**src/rtl/ex_mdu.sv**
```systemverilog
// Iterative multiply/divide unit for the EX stage: 32-cycle shift-add multiply and
// restoring divide over operand magnitudes, with HI/LO registers and pipeline stall request.
module ex_mdu #(
    parameter int WIDTH = 32
) (
    input  logic             clk_i,
    input  logic             rst_i,
    input  logic             valid_i,
    input  logic [2:0]       op_i,
    input  logic [WIDTH-1:0] a_i,
    input  logic [WIDTH-1:0] b_i,
    input  logic             mfhi_i,
    input  logic             mflo_i,
    output logic [WIDTH-1:0] mdu_out_o,
    output logic             busy_o,
    output logic             stall_o,
    output logic             done_o,
    output logic [WIDTH-1:0] hi_o,
    output logic [WIDTH-1:0] lo_o
);
    localparam logic [2:0] OP_MULT  = 3'd1;
    localparam logic [2:0] OP_MULTU = 3'd2;
    localparam logic [2:0] OP_DIV   = 3'd3;
    localparam logic [2:0] OP_DIVU  = 3'd4;
    localparam logic [2:0] OP_MTHI  = 3'd5;
    localparam logic [2:0] OP_MTLO  = 3'd6;

    logic        busy_q, busy_d;
    logic        done_q, done_d;
    logic [5:0]  cnt_q, cnt_d;
    logic [2:0]  op_q, op_d;
    logic [31:0] a_q, a_d, b_q, b_d, m_q, m_d;
    logic [63:0] work_q, work_d;
    logic [31:0] hi_q, hi_d, lo_q, lo_d;

    logic        op_legal, accept, is_mul, signed_in;
    logic [31:0] abs_a, abs_b;
    logic [32:0] mul_sum, div_sh, div_diff;
    logic [63:0] mul_nxt, div_nxt, step_nxt, prod_s;
    logic [31:0] quo_s, rem_s, res_hi, res_lo;

    assign op_legal  = (op_i >= OP_MULT) && (op_i <= OP_MTLO);
    assign accept    = valid_i && !busy_q && op_legal;
    assign signed_in = (op_i == OP_MULT) || (op_i == OP_DIV);
    assign abs_a     = (signed_in && a_i[31]) ? (32'd0 - a_i) : a_i;
    assign abs_b     = (signed_in && b_i[31]) ? (32'd0 - b_i) : b_i;
    assign is_mul    = (op_q == OP_MULT) || (op_q == OP_MULTU);

    // work_q holds {partial product} for multiply, {remainder, dividend/quotient} for divide
    assign mul_sum  = {1'b0, work_q[63:32]} + (work_q[0] ? {1'b0, m_q} : 33'd0);
    assign mul_nxt  = {mul_sum, work_q[31:1]};
    assign div_sh   = work_q[63:31];
    assign div_diff = div_sh - {1'b0, m_q};
    assign div_nxt  = div_diff[32] ? {div_sh[31:0], work_q[30:0], 1'b0}
                                   : {div_diff[31:0], work_q[30:0], 1'b1};
    assign step_nxt = is_mul ? mul_nxt : div_nxt;

    always_comb begin
        prod_s = mul_nxt;
        quo_s  = div_nxt[31:0];
        rem_s  = div_nxt[63:32];
        if (op_q == OP_MULT && (a_q[31] ^ b_q[31])) prod_s = 64'd0 - mul_nxt;
        if (op_q == OP_DIV) begin
            if (a_q[31] ^ b_q[31]) quo_s = 32'd0 - div_nxt[31:0];
            if (a_q[31])           rem_s = 32'd0 - div_nxt[63:32];
        end
        if (is_mul) begin
            res_hi = prod_s[63:32];
            res_lo = prod_s[31:0];
        end else if (b_q == 32'd0) begin
            res_hi = a_q;
            res_lo = 32'hFFFF_FFFF;
        end else begin
            res_hi = rem_s;
            res_lo = quo_s;
        end
    end

    always_comb begin
        busy_d = busy_q;
        done_d = 1'b0;
        cnt_d  = cnt_q;
        op_d   = op_q;
        a_d    = a_q;
        b_d    = b_q;
        m_d    = m_q;
        work_d = work_q;
        hi_d   = hi_q;
        lo_d   = lo_q;
        if (busy_q) begin
            cnt_d  = cnt_q - 6'd1;
            work_d = step_nxt;
            if (cnt_q == 6'd1) begin
                busy_d = 1'b0;
                done_d = 1'b1;
                hi_d   = res_hi;
                lo_d   = res_lo;
            end
        end else if (accept) begin
            if (op_i == OP_MTHI) begin
                hi_d = a_i;
            end else if (op_i == OP_MTLO) begin
                lo_d = a_i;
            end else begin
                busy_d = 1'b1;
                cnt_d  = 6'd32;
                op_d   = op_i;
                a_d    = a_i;
                b_d    = b_i;
                if (op_i == OP_DIV || op_i == OP_DIVU) begin
                    m_d    = abs_b;
                    work_d = {32'd0, abs_a};
                end else begin
                    m_d    = abs_a;
                    work_d = {32'd0, abs_b};
                end
            end
        end
    end

    always_ff @(posedge clk_i) begin
        if (rst_i) begin
            busy_q <= 1'b0;
            done_q <= 1'b0;
            cnt_q  <= 6'd0;
            op_q   <= 3'd0;
            a_q    <= 32'd0;
            b_q    <= 32'd0;
            m_q    <= 32'd0;
            work_q <= 64'd0;
            hi_q   <= 32'd0;
            lo_q   <= 32'd0;
        end else begin
            busy_q <= busy_d;
            done_q <= done_d;
            cnt_q  <= cnt_d;
            op_q   <= op_d;
            a_q    <= a_d;
            b_q    <= b_d;
            m_q    <= m_d;
            work_q <= work_d;
            hi_q   <= hi_d;
            lo_q   <= lo_d;
        end
    end

    assign stall_o   = !rst_i && busy_q && valid_i && (op_legal || mfhi_i || mflo_i);
    assign mdu_out_o = mfhi_i ? hi_q : lo_q;
    assign busy_o    = busy_q;
    assign done_o    = done_q;
    assign hi_o      = hi_q;
    assign lo_o      = lo_q;
endmodule

```
**config.mk**
```make
export PLATFORM = sky130hd
export DESIGN_NAME = ex_mdu
export DESIGN_NICKNAME = d
export VERILOG_FILES = /design/src/rtl/ex_mdu.sv
export SDC_FILE = /design/constraint.sdc
export NUM_CORES = 1
export LEC_CHECK = 0
export BUFFER_PORTS_ARGS = -buffer_cell sky130_fd_sc_hd__buf_2
export CORE_MARGIN = 2
export CORE_UTILIZATION = 32
export DETAILED_ROUTE_END_ITERATION = 8
export PLACE_DENSITY = 0.53
export SYNTH_ARGS = -nofsm -noshare
export SYNTH_HDL_FRONTEND = slang
export SYNTH_SLANG_ARGS = --single-unit
export TNS_END_PERCENT = 100
```
**constraint.sdc**
```tcl
create_clock -name clk_i -period 9.2 [get_ports clk_i]
set_input_delay 0.46 -clock clk_i [delete_from_list [all_inputs] [get_ports clk_i]]
set_output_delay 0.46 -clock clk_i [all_outputs]
set_load 0.02 [all_outputs]
```
==> out/metrics.yaml <==
critical_path:
  rrSetupSlack_ns: 2.98
  worst-path-stages: 23
  critPathMaxFanout: 32
  crit_path_max_incr_delay_ns: 0.56
  timing.rr.end: "hi_o[28]"
  critPathTopFamily: "compound AO/OA/AOI/OAI gates"
  startpoint_type: "flop"
  cp_slowest_cell: "or4bb_1"
  startpoint: "work_q[31]"
  end_kind: "flop"
  arrival_ns: 6.71
  reg2regPathDepth: 23
  cp_cell_sequence: "inv_1, ha_1, inv_1, fa_1, a211oi_2, o21ai_2, o21ai_4, a211oi_4, nor3_2, nor2_4, inv_2, nor2_1, a21oi_1, ha_1, nand2_1, or3_1, or4bb_1, o32ai_1, o211ai_1, o21ai_1, xor2_1, nand2_1, a221oi_1"
  critPathKind: "reg -> reg"
  critical_path.endpoint: "hi_o[28]"
  crit_buf_inv: 3
  timing.rr.start: "work_q[31]"
  cp.required_ns: 9.69
die:
  fp-row-count: 93
  start_util: 0.322
  num_io_pins: 171
  core_um2: 64100
  die-area_um2: 66500
  die_x_um: 258
  die_h_um: 258
finish:
  post-route-util: 0.357
  final_cells: 3784
  layout.nets: 3053
  fillerInstances: 6935
  drive_gt1_frac: 0.125
  area_growth_pct: 10.8
yosys:
  synth_top_area_share: 0.228
  syn_nets: 3063
  async_reset_ff_frac: 0
  synth_fa_ha_area_frac: 0.0450
  ys_top_cells_by_area: "dfxtp_1 23%, nand2_1 8.6%, a21oi_1 7.1%"
  ys_types: 108
  synth_ff_type: "dfxtp_1"
  syn_area_per_cell_um2: 7.07
  synth-xor-area-share: 0.0894
  synthSimpleGateAreaFrac: 0.253
  yosysTopAreaCell: "dfxtp_1"
  synth_area_um2: 20600
  syn_inst: 2918
  ys_ff_latch: 235
  synth_edf_count: 0
  synth_warnings: 0
  synth_compound_area_frac: 0.291
  synth_top_family_by_area: "compound AO/OA/AOI/OAI gates"
  ys_seq_area_frac: 0.228
  yosys-mux-area-fraction: 0.0338
clock_network:
  clkSlewWorstSetupHoldPaths_ns: 0.07
  htreeDepth: 1
  cts_resized: 0
  cts_sinks: 235
  cts_setup_buffers: 0
  cts_tree: "done"
  numCtsBuffers: 29
  clk_path_buf_depth: 3
  clock_latency_ns: 0.59
  hold_buffers: 0
  cts_root_buffer: "clkbuf_16"
placed_design:
  dp_hpwl_um: 65800
  gp_congestion: 0.967
  placed_cells: 3732
  place_ws_ns: 3.10
  io_buffer_count: 170
timing:
  finalHoldViolations: 0
  skew_ns: 0.0210
  fin_setup_tns_ns: 0
  fin_crit_ns: 6.22
  finalMaxSlewViolations: 0
  fin_crit_sh: 0.676
  setup_violations: 0
  layout_setup_ws_ns: 2.98
  fmax_mhz: 161
  rsz0062_at_grt: "false"
  worst_pin_slew_ns: 1.35
  relSlewSlack: 0.0984
pwr:
  clkPwrFrac: 0.231
  p_leak_nw: 8.80
  finalPower_w: 0.00519
  p_comb_frac: 0.536
  power.density_cell_area_nw_per_um2: 227
  sw_frac_of_total: 0.476
  intPower_w: 0.00272
  ir_drop_uv: 210
  p_sw_w: 0.00247
  p_seq_frac: 0.233
global_routing:
  track_usage: 0.254
  grt_pass1_vias: 20500
  grt_max_degree: 121
  gr-total-overflow: 0
  antenna_found_initial: 4
  grt_pass1_wl_um: 130000
route:
  drc: 0
  vias_per_cell: 5.84
  routed_wl_um: 87800
  drt_first_pass_iters: 5
  wl_per_cell_um: 23.2
  drt_iter0_drc: 2207
  vias: 22100
  postRouteAntennaNets: 0
status:
  outcome: "finished clean"
worst_hold_path:
  hp-class: "in -> reg"
  whs_path_depth: 3
job:
  cap_violations: 0
## worst min-delay path: stages
cell and delay [ns]:
buf_2 0.13, nand2_1 0.05, a21oi_1 0.05
## sequential cells by signal, summed over array words and instances (netlist names)
register  flops
a_q          32
b_q          32
busy_o        1
cnt_q         6
done_o        1
hi_o         32
lo_o         32
m_q          32
op_q          3
work_q       64
## logic make-up after synthesis
kind of cell	after synthesis
AND/OR/NAND/NOR	1129
AO/OA/AOI/OAI	893
buffers and inverters	314
flip-flops	235
XOR/XNOR	209
adder cells (fa/ha/maj)	73
multiplexers	65
## layout make-up
type,instances,area [µm²],area share
Antenna cell,2,5.00,0.000219
Clock buffer,38,820,0.0358
Clock inverter,12,146,0.00640
Inverter,78,293,0.0128
Multi-Input combinational cell,2369,14800,0.646
Sequential cell,235,4710,0.206
Tap cell,855,1070,0.0468
Timing Repair Buffer,195,1050,0.0458
## how the worst min path moves through the flow
stage          startpoint  endpoint  slack (ns)
3_5_place_dp      m_q[28]   m_q[28]        0.45
2_1_floorplan     m_q[10]   m_q[10]        0.43
3_3_place_gp      m_q[26]   m_q[26]        0.44
5_1_grt           b_i[20]   b_q[20]        0.16
6_report          b_i[31]   b_q[31]        0.16
4_1_cts           b_i[31]   b_q[31]        0.14
## stage by stage
step	cell area (µm²)	hold slack (ns)
global placement	21900	0.441
detailed placement	21900	0.446
global route	22900	0.164
CTS	22900	0.140
finish	22900	0.157
floorplan	20600	0.432
## synthesized netlist by cell type (all sizes together), types with 32 or more instances
| cell type | count |
|---|---|
| a311oi | 72 |
| o211ai | 67 |
| dfxtp | 235 |
| nand3 | 67 |
| nor2 | 292 |
| a31oi | 41 |
| o221ai | 34 |
| clkbuf | 198 |
| o21ai | 133 |
| xnor2 | 108 |
| ha | 71 |
| nor3 | 76 |
| inv | 77 |
| nand2 | 473 |
| and3 | 32 |
| mux2 | 38 |
| a21oi | 294 |
| a211oi | 81 |
| or3 | 41 |
| buf | 38 |
| xor2 | 101 |
## layout by cell type, fill, tap and decap left out, drive strengths merged, types with 79 or more instances in the layout
cell    synthesis  final
a211oi         81     81
a21oi         294    294
buf            38    194
dfxtp         235    235
inv            77     79
nand2         473    473
nor2          292    292
o21ai         133    133
xnor2         108    108
xor2          101    101
## layer usage
metal | vias up | wire length [µm] | GRT usage
met5 | - | 42 | 0
met1 | 10500 | 37400 | 0.330
met2 | 847 | 37700 | 0.383
met4 | 6 | 4570 | 0.117
li1 | 10500 | - | -
met3 | 168 | 8050 | 0.0771
## power groups by stage
stage          combinational [W]  sequential [W]  clock [W]
2_1_floorplan            0.00198         0.00118          0
3_3_place_gp             0.00273         0.00123          0
3_5_place_dp             0.00272         0.00123          0
4_1_cts                  0.00273         0.00121    0.00121
5_1_grt                  0.00300         0.00122    0.00125
6_report                 0.00278         0.00121    0.00120
Note: power is estimated with default switching activity, not from simulation.
